==> config.mk <==
export PLATFORM = sky130hd
export DESIGN_NAME = key_event_ctrl_flat
export DESIGN_NICKNAME = d
export VERILOG_FILES = /design/src/rtl/key_event_ctrl_if.sv /design/src/rtl/key_event_ctrl.sv /design/src/flat_wrapper.sv
export SDC_FILE = /design/constraint.sdc
export NUM_CORES = 1
export LEC_CHECK = 0
export CAP_MARGIN = 10
export CORE_AREA = 2 2 162 164
export CTS_BUF_LIST = sky130_fd_sc_hd__clkbuf_2 sky130_fd_sc_hd__clkbuf_4 sky130_fd_sc_hd__clkbuf_8
export CTS_CLUSTER_DIAMETER = 150
export CTS_CLUSTER_SIZE = 25
export DETAILED_ROUTE_END_ITERATION = 8
export DIE_AREA = 0 0 164 166
export PLACE_DENSITY = 0.68
export SLEW_MARGIN = 40
export SYNTH_ARGS = -nofsm -noshare
export SYNTH_HDL_FRONTEND = slang
export SYNTH_SLANG_ARGS = --single-unit
==> constraint.sdc <==
create_clock -name clk -period 4.3 [get_ports clk]
set_input_delay 0.43 -clock clk [delete_from_list [all_inputs] [get_ports clk]]
set_output_delay 0.43 -clock clk [all_outputs]
set_load 0.005 [all_outputs]
==> src/rtl/key_event_ctrl_if.sv <==
// Event handshake between key_event_ctrl (master) and its consumer (slave).
interface key_event_ctrl_if;
    logic       ev_valid;
    logic [5:0] ev_code;
    logic       ev_ready;
    logic [4:0] ev_level;

    modport master (output ev_valid, output ev_code, output ev_level, input ev_ready);
    modport slave  (input ev_valid, input ev_code, input ev_level, output ev_ready);
endinterface

==> src/rtl/key_event_ctrl.sv <==
// Samples the key_scan rows on a tick, debounces the 32 keys serially and queues events.
// Optional macro KEY_RELEASE_EVENTS_EN: when defined, release events are queued too.
module key_event_ctrl #(
    parameter int unsigned TICK_DIV       = 1000,
    parameter int unsigned DEBOUNCE_TICKS = 4,
    parameter int unsigned FIFO_DEPTH     = 8
) (
    input  logic                    clk,
    input  logic                    rst_n,
    input  logic [7:0]              key_row1,
    input  logic [7:0]              key_row2,
    input  logic [7:0]              key_row3,
    input  logic [7:0]              key_row4,
    key_event_ctrl_if.master        ev,
    output logic                    overflow,
    input  logic                    clr_overflow,
    output logic [31:0]             keys_stable
);
    localparam int unsigned TW = $clog2(TICK_DIV);
    localparam int unsigned PW = $clog2(FIFO_DEPTH);
    localparam logic [TW-1:0] TickLast  = TW'(TICK_DIV - 1);
    localparam logic [3:0]    DbLast    = 4'(DEBOUNCE_TICKS - 1);
    localparam logic [4:0]    FullLevel = 5'(FIFO_DEPTH);

    typedef enum logic [1:0] {StIdle, StSnap, StWalk} state_e;

    state_e          state_q, state_d;
    logic [TW-1:0]   tcnt_q;
    logic [31:0]     snap_q;
    logic [4:0]      idx_q;
    logic [3:0]      dcnt_q [32];
    logic [31:0]     keys_stable_q;
    logic [5:0]      mem_q [FIFO_DEPTH];
    logic [PW-1:0]   wptr_q, rptr_q;
    logic [4:0]      level_q;
    logic            overflow_q;

    logic            tick;
    logic            cur_snap, cur_stable, key_accept, ev_gen;
    logic [3:0]      cur_dcnt;
    logic            push, pop, full, drop;

    assign tick       = (tcnt_q == TickLast);
    assign cur_snap   = snap_q[idx_q];
    assign cur_stable = keys_stable_q[idx_q];
    assign cur_dcnt   = dcnt_q[idx_q];

    always_comb begin
        state_d = state_q;
        unique case (state_q)
            StIdle:  if (tick) state_d = StSnap;
            StSnap:  state_d = StWalk;
            StWalk:  if (idx_q == 5'd31) state_d = StIdle;
            default: state_d = StIdle;
        endcase
    end

    always_comb begin
        key_accept = (state_q == StWalk) && (cur_snap != cur_stable) && (cur_dcnt == DbLast);
`ifdef KEY_RELEASE_EVENTS_EN
        ev_gen = key_accept;
`else
        // Releases still update keys_stable but never reach the FIFO.
        ev_gen = key_accept && cur_snap;
`endif
        full = (level_q == FullLevel);
        pop  = (level_q != 5'd0) && ev.ev_ready;
        push = ev_gen && (!full || pop);
        drop = ev_gen && full && !pop;
    end

    always_ff @(posedge clk) begin
        if (!rst_n) begin
            state_q <= StIdle;
            tcnt_q  <= '0;
            idx_q   <= '0;
        end else begin
            state_q <= state_d;
            tcnt_q  <= tick ? '0 : tcnt_q + TW'(1);
            if (state_q == StSnap) begin
                idx_q <= '0;
            end else if (state_q == StWalk) begin
                idx_q <= idx_q + 5'd1;
            end
        end
    end

    always_ff @(posedge clk) begin
        if (state_q == StSnap) begin
            snap_q <= {key_row1, key_row2, key_row3, key_row4};
        end
    end

    always_ff @(posedge clk) begin
        if (!rst_n) begin
            keys_stable_q <= '0;
            for (int i = 0; i < 32; i++) begin
                dcnt_q[i] <= '0;
            end
        end else if (state_q == StWalk) begin
            if (cur_snap == cur_stable) begin
                dcnt_q[idx_q] <= '0;
            end else if (cur_dcnt == DbLast) begin
                keys_stable_q[idx_q] <= cur_snap;
                dcnt_q[idx_q]        <= '0;
            end else begin
                dcnt_q[idx_q] <= cur_dcnt + 4'd1;
            end
        end
    end

    always_ff @(posedge clk) begin
        if (push) begin
            mem_q[wptr_q] <= {cur_snap, idx_q};
        end
    end

    always_ff @(posedge clk) begin
        if (!rst_n) begin
            wptr_q     <= '0;
            rptr_q     <= '0;
            level_q    <= '0;
            overflow_q <= 1'b0;
        end else begin
            if (push) wptr_q <= wptr_q + PW'(1);
            if (pop)  rptr_q <= rptr_q + PW'(1);
            level_q <= level_q + 5'(push) - 5'(pop);
            // A drop in the same cycle as a clear keeps the flag set.
            if (drop) begin
                overflow_q <= 1'b1;
            end else if (clr_overflow) begin
                overflow_q <= 1'b0;
            end
        end
    end

    assign ev.ev_valid  = (level_q != 5'd0);
    assign ev.ev_code   = ev.ev_valid ? mem_q[rptr_q] : 6'd0;
    assign ev.ev_level  = level_q;
    assign overflow     = overflow_q;
    assign keys_stable  = keys_stable_q;

endmodule

==> src/flat_wrapper.sv <==
// flat-port wrapper written by rule: the top's interface ports become plain ports
module key_event_ctrl_flat 
#(
    parameter int unsigned TICK_DIV       = 1000,
    parameter int unsigned DEBOUNCE_TICKS = 4,
    parameter int unsigned FIFO_DEPTH     = 8
)
  (clk, rst_n, key_row1, key_row2, key_row3, key_row4, overflow, clr_overflow, keys_stable, ev_ev_valid, ev_ev_code, ev_ev_level, ev_ev_ready);
  key_event_ctrl_if ev_i ();
  input  logic clk;
  input  logic rst_n;
  input  logic [7:0] key_row1;
  input  logic [7:0] key_row2;
  input  logic [7:0] key_row3;
  input  logic [7:0] key_row4;
  output logic overflow;
  input  logic clr_overflow;
  output logic [31:0] keys_stable;
  output wire logic [$bits(ev_i.ev_valid)-1:0] ev_ev_valid;
  output wire logic [$bits(ev_i.ev_code)-1:0] ev_ev_code;
  output wire logic [$bits(ev_i.ev_level)-1:0] ev_ev_level;
  input wire logic [$bits(ev_i.ev_ready)-1:0] ev_ev_ready;
  assign ev_ev_valid = ev_i.ev_valid;
  assign ev_ev_code = ev_i.ev_code;
  assign ev_ev_level = ev_i.ev_level;
  assign ev_i.ev_ready = ev_ev_ready;
  key_event_ctrl #(.TICK_DIV(TICK_DIV), .DEBOUNCE_TICKS(DEBOUNCE_TICKS), .FIFO_DEPTH(FIFO_DEPTH)) u_core (.clk(clk), .rst_n(rst_n), .key_row1(key_row1), .key_row2(key_row2), .key_row3(key_row3), .key_row4(key_row4), .ev(ev_i), .overflow(overflow), .clr_overflow(clr_overflow), .keys_stable(keys_stable));
endmodule
==> flow_summary.ini <==
[run_status]
run_status = completed

[floorplan]
io_pins = 81
fp.dieH_um = 166
initial_utilization = 0.4896
die_area_um2 = 27220
die_width_um = 164
fp.coreArea_um2 = 25620
rows = 59

[timing]
setup_viol = 0
final.min_clock_period_ps = 4001
postLayoutSetupSlackWorst_ps = 298.6
max_freq_mhz = 249.9
layout_worst_path_cycle_share = 0.9306
slew_headroom = 0.4644
clock_skew_ps = 54.07
setup-tns-final_ps = 0
worst_slew_pin_slew_ps = 801.8
slew_viol_final = 0
report.final.hold_viol_count = 0
setup_repair_after_global_routing_missed_its_margin = no

[run]
maxCapViolCount = 0

[critical_path]
critPathMaxFanout = 15
crit_path_start_kind = register
crit_required_ps = 4780
cp.arrival_ps = 4490
timing_worst_setup_path_type = register to register
worstSetupEndpointType = register

[detailed_routing]
antenna_violating_nets_left = 0
route.final.wire_length_mm = 30.49
detailedRoute.firstIterationViolations = 873
dr_total_vias = 8256
first_pass_iters = 5
routed_via_density = 5.835
wl_per_cell_um = 21.55
drc_errors = 0

[clock_network]
clkTransAtPathRegs_ps = 160
clock_path_buffers = 3
clkSinkCount = 277
hold_buffers = 0
tritoncts.num_buffers = 15
h-tree-depth = 1
tritoncts = yes
clk_root_buffer_cell = sky130_fd_sc_hd__clkbuf_8
cts_repair_resize_count = 0
cts_setup_buffers = 0
clk-insertion-delay-late_ps = 570

[synthesis]
ys_types = 61
synth.net_count = 1064
asyncSetResetFlopFracSynth = 0
netlist_top_cells_area = sky130_fd_sc_hd__edfxtp_1 50%, sky130_fd_sc_hd__dfxtp_1 11%, sky130_fd_sc_hd__mux4_2 6.1%
synthDominantCellAreaShare = 0.4981
synth.top_cells.by_count = 208 x sky130_fd_sc_hd__edfxtp_1, 139 x sky130_fd_sc_hd__nor2_1, 86 x sky130_fd_sc_hd__nand2_1
postSynth.topFlopCell = sky130_fd_sc_hd__edfxtp_1
yosysWarningCount = 0
post_synth.cell_area_avg_um2 = 12.40
synth.most_common_cell = sky130_fd_sc_hd__edfxtp_1
synth_enable_flop_cells = 208
post-synth-top-area-cell = sky130_fd_sc_hd__edfxtp_1
synth_area_um2 = 12540
synth_seq_area_share = 0.6082
synthesis.instances = 1011
synth_seq_cells = 277

[cells_and_area]
antenna_cells = 0
drive_above_1_share = 0.1167
finish.net_count = 1124
final_layout_fill_cell_count = 2158
multi_input_area_um2 = 4518
register_area_um2 = 7634
area.growth.synth_to_final_pct = 12.15

[power]
power.static_leakage_uw = 0.004468
vdd_drop_max_mv = 0.3301
power_per_cell_area_nw_per_um2 = 344.8

[global_routing]
overflow = 0
grt_pass1_vias = 8088
grt_pass1_wl_mm = 47.06
antenna_found_initial = 0
pin_count_of_the_biggest_net_entering_global_routing = 84
groute.usage.overall = 0.2269

[place]
dp_slack_ps = 300.8
hpwlAfterDp_mm = 21.90
gp_routability_congestion = 0.8602
io_buffer_count = 80

[hold_path]
worstHoldPathType = input pin to register
## metrics by stage
step                      std cells  total power [uW]  hold WS, ps    util  instance area [um^2]
final                          1415              4850        383.6  0.5491                 14060
after global routing           1415              5042        372.6  0.5491                 14060
after CTS                      1415              4886        336.6  0.5487                 14060
after detailed placement       1389              3672        460.9  0.5366                 13740
after global placement         1389              3658        449.9  0.5366                 13740
after floorplan                1011              3422        429.8       -                 12540
## where the power goes
| part | leakage (uW) | switching (uW) | internal (uW) |
|---|---|---|---|
| clock network | 0.000161 | 821 | 426 |
| registers | 0.00263 | 87.2 | 2940 |
| logic | 0.00168 | 249 | 331 |
## critical path, cell delays in order (launching register included)
cell and delay [ps]:
sky130_fd_sc_hd__dfxtp_1 350, sky130_fd_sc_hd__buf_4 260, sky130_fd_sc_hd__mux4_2 530, sky130_fd_sc_hd__mux4_2 520, sky130_fd_sc_hd__mux2_2 320, sky130_fd_sc_hd__ha_1 200, sky130_fd_sc_hd__inv_1 120, sky130_fd_sc_hd__nor4b_4 70
sky130_fd_sc_hd__nand3_1 220, sky130_fd_sc_hd__inv_1 130, sky130_fd_sc_hd__ha_1 230, sky130_fd_sc_hd__inv_1 70, sky130_fd_sc_hd__fa_1 190, sky130_fd_sc_hd__inv_1 50, sky130_fd_sc_hd__a21oi_1 110, sky130_fd_sc_hd__nor2_1 60
sky130_fd_sc_hd__or3_1 340, sky130_fd_sc_hd__and3_1 180
## per-layer routing
layer / vias up / global-route usage / wire length, um / share of wire
li1: 3818 / - / - / -
met1: 4077 / 0.3254 / 13110 / 0.43
met2: 316 / 0.3661 / 14740 / 0.48
met3: 45 / 0.02897 / 1876 / 0.062
met4: 0 / 0.06293 / 767 / 0.025
met5: - / 0 / 0 / 0
## final timing paths
kind | startpoint | to | slack (ps) | cells past startpoint
worst max-delay path | register | u_core.ev.ev_level[4] | 300 | 17
worst min register to register | u_core.overflow | u_core.overflow | 510 | 2
worst min-delay path | rst_n | u_core.keys_stable[18] | 380 | 3
worst max register to register | register | u_core.ev.ev_level[4] | 300 | 17
## state kept, by name, indices dropped and copies added, names as in the netlist, named ones only
name / flops
u_core.snap_q: 32
u_core.rptr_q: 3
u_core.tcnt_q: 10
u_core.ev.ev_level: 5
u_core.keys_stable: 32
u_core.wptr_q: 3
u_core.idx_q: 5
u_core.mem_q: 48
u_core.state_q: 2
u_core.dcnt_q: 128
u_core.overflow: 1
## cells in the final DEF, fill, tap and decap left out, types with 4 or more instances in the layout
cell,count
sky130_fd_sc_hd__a21oi_1,9
sky130_fd_sc_hd__a22o_1,4
sky130_fd_sc_hd__a22oi_1,14
sky130_fd_sc_hd__and2_1,11
sky130_fd_sc_hd__and3_1,6
sky130_fd_sc_hd__buf_4,34
sky130_fd_sc_hd__clkbuf_4,9
sky130_fd_sc_hd__clkbuf_8,15
sky130_fd_sc_hd__clkdlybuf4s50_1,79
sky130_fd_sc_hd__dfxtp_1,66
sky130_fd_sc_hd__edfxtp_1,208
sky130_fd_sc_hd__ha_1,16
sky130_fd_sc_hd__inv_1,18
sky130_fd_sc_hd__mux2_2,4
sky130_fd_sc_hd__mux2i_1,66
sky130_fd_sc_hd__mux4_2,34
sky130_fd_sc_hd__nand2_1,86
sky130_fd_sc_hd__nand2b_1,10
sky130_fd_sc_hd__nand3_1,47
sky130_fd_sc_hd__nand4_1,8
sky130_fd_sc_hd__nand4b_1,4
sky130_fd_sc_hd__nor2_1,139
sky130_fd_sc_hd__nor2_4,10
sky130_fd_sc_hd__nor2b_1,10
sky130_fd_sc_hd__nor3_1,27
sky130_fd_sc_hd__nor3b_1,6
sky130_fd_sc_hd__o211ai_1,33
sky130_fd_sc_hd__o21ai_0,4
sky130_fd_sc_hd__o21ai_1,34
sky130_fd_sc_hd__o22ai_1,4
sky130_fd_sc_hd__xnor2_1,8
sky130_fd_sc_hd__xor2_1,7
## final cells by class
type	instances	share of cell area
inverters	19	0.005071
repair buffers	117	0.07900
multi-input cells	641	0.3212
flip-flops and latches	277	0.5427
clock inverters	2	0.002669
well taps	335	0.02980
clock buffers	24	0.01948
## logic make-up (layout without fill, tap and decap cells)
group                    Yosys count  in the layout  share of synthesized area
buffers and inverters             93            162                    0.03262
multiplexers                     106            106                     0.1191
adder cells (fa/ha/maj)           17             17                    0.01756
XOR/XNOR                          16             16                    0.01177
flip-flops                       277            277                     0.6082
AND/OR/NAND/NOR                  385            385                     0.1486
AO/OA/AOI/OAI                    117            117                    0.06216
Power figures use the tool's default switching activity.
